==> config.mk <==
export PLATFORM = sky130hd
export DESIGN_NAME = data_cache_emu
export DESIGN_NICKNAME = d
export VERILOG_FILES = /design/src/rtl/data_cache_emu.sv
export SDC_FILE = /design/constraint.sdc
export NUM_CORES = 2
export LEC_CHECK = 0
export CORE_MARGIN = 2
export CORE_UTILIZATION = 28
export DETAILED_ROUTE_END_ITERATION = 7
export PLACE_DENSITY = 0.45
export SETUP_SLACK_MARGIN = 0.2
export SYNTH_ARGS = -nofsm -noshare
export SYNTH_HDL_FRONTEND = slang
export SYNTH_SLANG_ARGS = --single-unit
==> constraint.sdc <==
create_clock -name Clk -period 2.91 [get_ports Clk]
set_input_delay 0.582 -clock Clk [delete_from_list [all_inputs] [get_ports Clk]]
set_output_delay 0.582 -clock Clk [all_outputs]
set_load 0.01 [all_outputs]
==> src/rtl/data_cache_emu.sv <==
// Data-cache emulator between the ld/st issue queue and the LS buffer; optional hit path under `DCE_HIT_EN.
// Latency: hit returns data combinationally in the issue cycle; miss returns DCE_ReadDone MISS_LATENCY cycles after issue.
// Backpressure: DCE_ReadBusy is high while a miss is in flight; the queue must hold further lw issues until it drops.
module data_cache_emu #(
    parameter int MEM_DEPTH    = 128,
    parameter int CACHE_LINES  = 8,
    parameter int MISS_LATENCY = 4
) (
    input  logic        Clk,
    input  logic        Resetb,
    input  logic        Iss_LdStReady,
    input  logic        Iss_LdStOpcode,
    input  logic [4:0]  Iss_LdStRobTag,
    input  logic [31:0] Iss_LdStAddr,
    input  logic [5:0]  Iss_LdStPhyAddr,
    input  logic        Cdb_Flush,
    input  logic [4:0]  Rob_TopPtr,
    input  logic [4:0]  Cdb_RobDepth,
    input  logic        Sb_WrEn,
    input  logic [31:0] Sb_WrAddr,
    input  logic [31:0] Sb_WrData,
    output logic        DCE_ReadBusy,
    output logic        DCE_ReadDone,
    output logic [31:0] DCE_MemData,
    output logic [4:0]  DCE_RobTag,
    output logic [5:0]  DCE_PhyAddr,
    output logic [31:0] DCE_Addr,
    output logic        DCE_Opcode
);

    localparam int IDX_W  = $clog2(MEM_DEPTH);
    localparam int LINE_W = $clog2(CACHE_LINES);
    localparam int TAG_W  = IDX_W - LINE_W;
    localparam int CNT_W  = $clog2(MISS_LATENCY);

    typedef enum logic [1:0] {S_IDLE, S_MISS, S_DONE} state_t;

    state_t             r_state;
    logic               r_busy;
    logic [CNT_W-1:0]   r_cnt;
    logic [4:0]         r_rob_tag;
    logic [5:0]         r_phy;
    logic [31:0]        r_addr;
    logic [31:0]        r_mem [MEM_DEPTH];

    logic [IDX_W-1:0]   w_iss_idx;
    logic [IDX_W-1:0]   w_lat_idx;
    logic [IDX_W-1:0]   w_st_idx;
    logic               w_accept;
    logic               w_hit;
    logic [4:0]         w_age;
    logic               w_kill;
    logic               w_done_miss;
    logic               w_unused_bits;

    assign w_iss_idx = Iss_LdStAddr[IDX_W+1:2];
    assign w_lat_idx = r_addr[IDX_W+1:2];
    assign w_st_idx  = Sb_WrAddr[IDX_W+1:2];

    // Byte offset and bits above the memory index never select anything.
    assign w_unused_bits = ^{Iss_LdStAddr[31:IDX_W+2], Iss_LdStAddr[1:0],
                             Sb_WrAddr[31:IDX_W+2], Sb_WrAddr[1:0]};

    assign w_accept = Iss_LdStReady & Iss_LdStOpcode & ~r_busy;

    // Age of the in-flight lw relative to the ROB head, modulo 32; younger than the branch means killed.
    assign w_age  = r_rob_tag - Rob_TopPtr;
    assign w_kill = r_busy & Cdb_Flush & (w_age > Cdb_RobDepth);

`ifdef DCE_HIT_EN
    logic [CACHE_LINES-1:0] r_line_vld;
    logic [TAG_W-1:0]       r_line_tag [CACHE_LINES];
    logic [LINE_W-1:0]      w_iss_line;
    logic [TAG_W-1:0]       w_iss_tag;
    logic [LINE_W-1:0]      w_lat_line;
    logic [TAG_W-1:0]       w_lat_tag;

    assign w_iss_line = w_iss_idx[LINE_W-1:0];
    assign w_iss_tag  = w_iss_idx[IDX_W-1:LINE_W];
    assign w_lat_line = w_lat_idx[LINE_W-1:0];
    assign w_lat_tag  = w_lat_idx[IDX_W-1:LINE_W];
    assign w_hit      = w_accept & r_line_vld[w_iss_line] & (r_line_tag[w_iss_line] == w_iss_tag);

    // Tag storage needs no reset: the valid bits gate every use.
    always_ff @(posedge Clk) begin
        if (r_state == S_DONE && !w_kill)
            r_line_tag[w_lat_line] <= w_lat_tag;
    end
`else
    assign w_hit = 1'b0;
`endif

    // Miss FSM: latch the lw, count down the miss latency, present one DONE cycle, then release Busy.
    always_ff @(posedge Clk or negedge Resetb) begin
        if (!Resetb) begin
            r_state   <= S_IDLE;
            r_busy    <= 1'b0;
            r_cnt     <= '0;
            r_rob_tag <= '0;
            r_phy     <= '0;
            r_addr    <= '0;
`ifdef DCE_HIT_EN
            r_line_vld <= '0;
`endif
        end else begin
            case (r_state)
                S_IDLE: begin
                    if (w_accept && !w_hit) begin
                        r_state   <= S_MISS;
                        r_busy    <= 1'b1;
                        r_cnt     <= CNT_W'(MISS_LATENCY - 1);
                        r_rob_tag <= Iss_LdStRobTag;
                        r_phy     <= Iss_LdStPhyAddr;
                        r_addr    <= Iss_LdStAddr;
                    end
                end
                S_MISS: begin
                    r_cnt <= r_cnt - CNT_W'(1);
                    if (w_kill) begin
                        r_state <= S_IDLE;
                        r_busy  <= 1'b0;
                    end else if (r_cnt == CNT_W'(1)) begin
                        r_state <= S_DONE;
                    end
                end
                S_DONE: begin
                    r_state <= S_IDLE;
                    r_busy  <= 1'b0;
`ifdef DCE_HIT_EN
                    if (!w_kill)
                        r_line_vld[w_lat_line] <= 1'b1;
`endif
                end
                default: begin
                    r_state <= S_IDLE;
                    r_busy  <= 1'b0;
                end
            endcase
        end
    end

    // Backing store: committed stores only, write-no-allocate; reads are asynchronous so a same-cycle read sees the old word.
    always_ff @(posedge Clk) begin
        if (Sb_WrEn)
            r_mem[w_st_idx] <= Sb_WrData;
    end

    assign w_done_miss  = (r_state == S_DONE) & ~w_kill;
    assign DCE_ReadBusy = r_busy;
    assign DCE_ReadDone = w_hit | w_done_miss;
    assign DCE_MemData  = w_hit ? r_mem[w_iss_idx] : r_mem[w_lat_idx];
    assign DCE_RobTag   = w_hit ? Iss_LdStRobTag  : r_rob_tag;
    assign DCE_PhyAddr  = w_hit ? Iss_LdStPhyAddr : r_phy;
    assign DCE_Addr     = w_hit ? Iss_LdStAddr    : r_addr;
    assign DCE_Opcode   = r_busy | w_hit;

`ifndef SYNTHESIS
    a_no_lw_while_busy: assert property (@(posedge Clk) disable iff (!Resetb)
        !(Iss_LdStReady && Iss_LdStOpcode && r_busy));
`endif

endmodule

### After elaboration in Yosys (flattened, before gate mapping)

Memories as Yosys holds them, arrays and structs flattened.
Cells that the tools add are included.

* register bits after elaboration: 48
* bits in writable memories: 4096
* input port bits: 123
* output and inout bits: 78
* word-level logic and storage cells: 40
* memories kept: 1

* $add $sub $neg: 2
* magnitude comparators: 1
* equality and inequality tests: 6
* muxes and demuxes: 11
* bitwise operators: 7
* reductions and logical operators: 6

Memory list
* r_mem: depth 128, bits a word 32, rd ports 1, clocked after Yosys merged registers in 0, write ports 1, line 44 `logic [31:0] r_mem [MEM_DEPTH];`

Operators with widths (number)
* $mux W2: 4
* $pmux W2 S2: 2
* $reduce_and A2 Y1: 4
* $and A1 B1 Y1: 5
* $gt A5 B5 Y1: 1
* $sub A5 B5 Y5: 1
* $eq A2 B1 Y1 const B: 2
* $mux W1: 4
* $ne A2 B2 Y1 const B: 2
* $ne A3 B3 Y1 const B: 1
* $eq A2 B2 Y1 const B: 1
* $logic_not A2 Y1: 1
* $not A1 Y1: 2
* $pmux W1 S2: 1
* $reduce_bool A2 Y1: 1
* $sub A2 B1 Y2 const B: 1

### Logic depth before layout (Yosys ltp)

* word-level depth: 5
* depth in mapped cells: 12

### Worst setup path before layout

OpenSTA, ideal clock, no wires.

* path kind: input port to flip-flop
* from: in Sb_WrAddr[8]
* to: mem r_mem[80][0], enable pin
* library setup time: 0.502 ns
* arrival time: 4.218 ns
* path slack: -1.810 ns
* cell stages on the path: 3
* path buffers: 0
* cell sequence: nor2b_1 -> nand3_1 -> nor4_1

RTL lines
* from (decl): line 20 `input logic [31:0] Sb_WrAddr,`
* to (decl): line 44

Straight into the memory's write port.

### Final worst setup path

* from: reg r_addr[2] (netlist: DCE_Addr[2])
* to: out DCE_MemData[19]

* cells in the longest elaborated chain, start to end: 1

Ends and longest elaborated chain
* from (decl): line 43 `logic [31:0] r_addr;`
* from (signal assigned): line 114 `r_addr <= Iss_LdStAddr;`
* $mem_v2 Z128 W32
* to (decl): line 24 `output logic [31:0] DCE_MemData,`

Every way passes these cells.

==> reports/summary.log <==
qor: outcome.outcome finished with violations
qor: outcome.violations negative setup slack
qor: routing.routed_wl 535 mm
qor: clock_network.worstSkewPairLatency 1.01 ns
qor: worst_setup_path.timing.rr.start DCE_RobTag[0]
qor: timing.final_min_period_over_clock_period 162%
qor: routing.via_per_inst 4.89
qor: place.placedInstanceArea 185000 um2
qor: job.maxCapViolations 0
qor: pwr.intPower 125 mW
qor: place.hpwlAfterDp 334 mm
qor: pwr.power_switching_share 31.0%
qor: pwr.vdd_ir_drop_max 795 uV
qor: place.routabilityCongestion 0.809
qor: floorplan.die_height 759 um
qor: floorplan.std_cell_rows 277
qor: worst_setup_path.cp.arrival 4.12 ns
qor: place.dp_cells 17000
qor: pwr.power.share.clock 30.6%
qor: pwr.pwr-share-seq 36.8%
qor: clock_network.tritoncts yes
qor: global_routing.grt_remaining_overflow 0
qor: global_routing.grt_pass1_vias 88600
qor: synth.number_of_distinct_library_cell_variants_in_the_gate_level_netlist_after_synthesis 41
qor: final_layout.p_r_area_growth_vs_syn 28.1%
qor: pwr.netSwitchingPower 56.0 mW
qor: timing.timing.final.setup_violations 33
qor: global_routing.wire_length_of_the_first_global_routing_pass 727 mm
qor: timing.finalMaxSlewViolations 0
qor: clock_network.clock_tree.root_cell clkbuf_16
qor: synth.syn_area_per_cell 18.7 um2
qor: worst_setup_path.r2r.worst_path.cells 13
qor: hold_path.hold_path_end r_mem[56][10]
qor: pwr.combinationalPowerShare 32.6%
qor: clock_network.clk_transition_reported_paths 0.06 ns
qor: place.io_buffers 175
qor: final_layout.stdcell_area 205000 um2
qor: synth.synthDominantAreaCellType edfxtp_1
qor: synth.ys_async_sr_fraction 1.16%
qor: clock_network.cts_max_level 5
qor: floorplan.floorplan.io_pins 201
qor: synth.number_of_synthesized_flops_with_an_enable_pin 4096
qor: routing.first_iter_violations 9316
qor: timing.max_freq 213 MHz
qor: global_routing.number_of_antenna_violations_at_the_first_check_in_global_routing 40
qor: worst_setup_path.r2r_end r_state[0]
qor: worst_setup_path.critPathKind reg -> out
qor: hold_path.worst_hold_startpoint Sb_WrData[10]
qor: worst_setup_path.cp-end-kind output port
qor: synth.synth_warnings 0
qor: synth.number_of_synthesized_register_bits 4144
qor: clock_network.cts_made_buffers 441
qor: hold_path.hold-path-cell-count 1
qor: synth.postSynthNetCount 8687
qor: pwr.power.density 882 nW/um2
qor: synth.ys_top_cells_by_area edfxtp_1 (77%), mux2i_1 (8.1%), mux2_2 (5.7%)
qor: synth.netlist_area 160000 um2
qor: timing.grt_setup_unrepaired true
qor: worst_setup_path.worst-path-max-fanout 7
qor: worst_setup_path.worstPathRequired 2.33 ns
qor: synth.postSynth.topFlopCell edfxtp_1
qor: routing.detailedRoute.firstPassIterationCount 6
qor: timing.worstMarginPinSlew 1.33 ns
qor: floorplan.dieArea 577000 um2
qor: floorplan.floorplan.initialDensity 28.1%
qor: routing.ant_nets 0
qor: routing.drt-wirelength-per-cell 29.7 um
qor: global_routing.grt_util_all_layers 17.8%
qor: floorplan.coreArea 569000 um2
qor: worst_setup_path.setup.worst_path.start_class flop
qor: synth.synthCells 8553
qor: worst_setup_path.r2r_slack 0.06 ns
qor: final_layout.final_layout_size_suffix_gt1_share 31.5%
qor: synth.synth-seq-area-share 77.7%
qor: timing.whs 0.0845 ns
qor: final_layout.fin_nets 10200
qor: pwr.power.leakage 67.4 nW
qor: timing.clock_skew 0.0376 ns
qor: timing.final_critical_path_setup_slack -1.79 ns
qor: floorplan.die_width 759 um
qor: synth.synthDominantCellAreaShare 77.0%
qor: global_routing.grt_start_max_net_pins 129
qor: timing.final.min_clock_period 4.70 ns
qor: timing.final_hold_viol_count 0
qor: clock_network.tritoncts_num_sinks 4144
qor: hold_path.hold_path_class in -> reg
qor: clock_network.clockBufferDepth 4
qor: routing.route.detailed.drc 0
qor: routing.vias 88000
qor: final_layout.stdcell_count 18000
qor: timing.max-slew-margin-rel 11.4%
==> worst max-delay path, cell delays in order (launching register included) <==
cell and delay, ns:
dfrtp_1 0.42, buf_6 0.16, nand2b_4 0.06, buf_8 0.14
or2_4 0.25, buf_12 0.16, buf_16 0.16, buf_12 0.16
buf_12 0.13, o22ai_1 0.16, nor4_1 0.09, buf_4 0.17
nand4_1 0.11, buf_6 0.18, nand4_1 0.29, buf_12 0.25
buf_12 0.12
==> worst max-delay path by stage <==
stage,from,end,depth (start not counted),slack (ns)
detailed placement,Rob_TopPtr[0],DCE_ReadDone,13,-1.47
global route,DCE_Addr[2],DCE_MemData[26],16,-1.87
global placement,Rob_TopPtr[0],DCE_ReadDone,13,-1.70
finish,DCE_Addr[2],DCE_MemData[19],16,-1.79
floorplan,Sb_WrAddr[4],r_mem[110][0],5,-0.47
CTS,DCE_Addr[2],DCE_MemData[22],16,-1.92
==> cell families (layout without fill, tap and decap cells) <==
kind of cell             Yosys count  in the layout  share of synthesized area (%)
buffers and inverters            496           2398                           1.44
other                              0             10                              0
AO/OA/AOI/OAI                   1037           1037                           4.47
multiplexers                    2091           2091                           13.7
AND/OR/NAND/NOR                  770            770                           2.54
XOR/XNOR                           4              4                         0.0219
adder cells (fa/ha/maj)           11             11                         0.0908
flip-flops                      4144           4144                           77.7
==> per-stage QoR <==
stage | setup slack, ns | utilization (%) | TNS (ns) | power, mW
6_report | -1.79 | 36.0 | -53.76 | 181
5_1_grt | -1.87 | 36.0 | -57.17 | 186
4_1_cts | -1.92 | 35.7 | -57.85 | 180
3_5_place_dp | -1.47 | 32.5 | -47.79 | 120
3_3_place_gp | -1.70 | 32.5 | -49.77 | 120
2_1_floorplan | -0.468 | - | -1218.74 | 90.8
==> cells in the final DEF, fill, tap and decap left out, types with 12 or more instances in the layout <==
cell,n
clkdlybuf4s50_1,99
bufbuf_16,12
a22o_1,124
nor2_4,127
clkbuf_16,456
buf_12,514
mux2_2,802
buf_16,45
o22ai_1,263
clkinv_2,94
nor4_1,40
o22ai_4,37
and3_1,116
buf_4,706
nand2_1,148
a21oi_1,130
nand3_1,12
bufinv_16,35
dfrtp_1,43
dlygate4sd3_1,13
buf_6,148
clkinv_1,100
o22ai_2,80
clkinvlp_4,17
nand4_1,159
nor4_2,67
buf_8,13
nor2_1,14
edfxtp_1,4096
clkbuf_1,84
nor4_4,19
mux2i_1,1284
a22oi_1,388
==> power by group through the flow <==
stage / combinational, mW / sequential [mW] / clock (mW)
floorplan: 23.1 / 67.7 / 0
global placement: 52.3 / 67.6 / 0
detailed placement: 52.5 / 67.7 / 0
CTS: 57.6 / 66.4 / 56.5
global route: 61.2 / 66.4 / 58.7
finish: 58.9 / 66.4 / 55.3
==> registers in the layout (all words and copies together), names as in the netlist <==
name / cells
r_mem: 4096
DCE_PhyAddr: 6
DCE_RobTag: 5
DCE_Opcode: 1
DCE_Addr: 32
r_state: 2
r_cnt: 2
==> cells in the mapped netlist (3+ instances only) <==
cell type,number
nor2_1,143
buf_2,195
nand4_1,159
ha_1,10
mux2i_1,1288
o22ai_1,380
nand2_1,153
nand2b_1,9
edfxtp_1,4096
o21a_1,3
nor2b_1,9
a22o_1,124
nor4_1,126
nor3_1,15
xnor2_1,3
a22oi_1,392
and3_1,126
clkbuf_1,219
buf_4,47
nand3_1,20
a21oi_1,131
mux2_2,803
buf_1,23
dfrtp_1,48
inv_1,10
==> per-layer routing <==
metal	global-route usage (%)	vias up	wire, um
li1	-	38000	-
met1	24.7	46900	238000
met2	29.6	2543	255000
met3	2.36	599	28200
met4	4.25	14	13600
met5	0	-	84
==> layout make-up <==
cell class | instances | area, um2
fill | 52700 | 364000
sequential | 4144 | 124000
multi-input combinational | 3913 | 36400
timing repair buffer | 1576 | 20500
clock buffer | 532 | 11500
tap | 7533 | 9430
clock inverter | 280 | 2610
inverter | 10 | 37.5
antenna | 10 | 25.0
==> timing repair <==
| action | in CTS | in global routing |
|---|---|---|
| buffers inserted | 115 | 43 |
| gates resized for setup | 478 | 186 |
| hold endpoints to repair | 148 | 0 |
| hold buffers | 13 | 0 |
| cloned | 26 | 8 |
| pin swaps | 88 | 105 |
| endpoints found under the setup margin | 48 | 37 |
(Power assumes the default switching activity.)
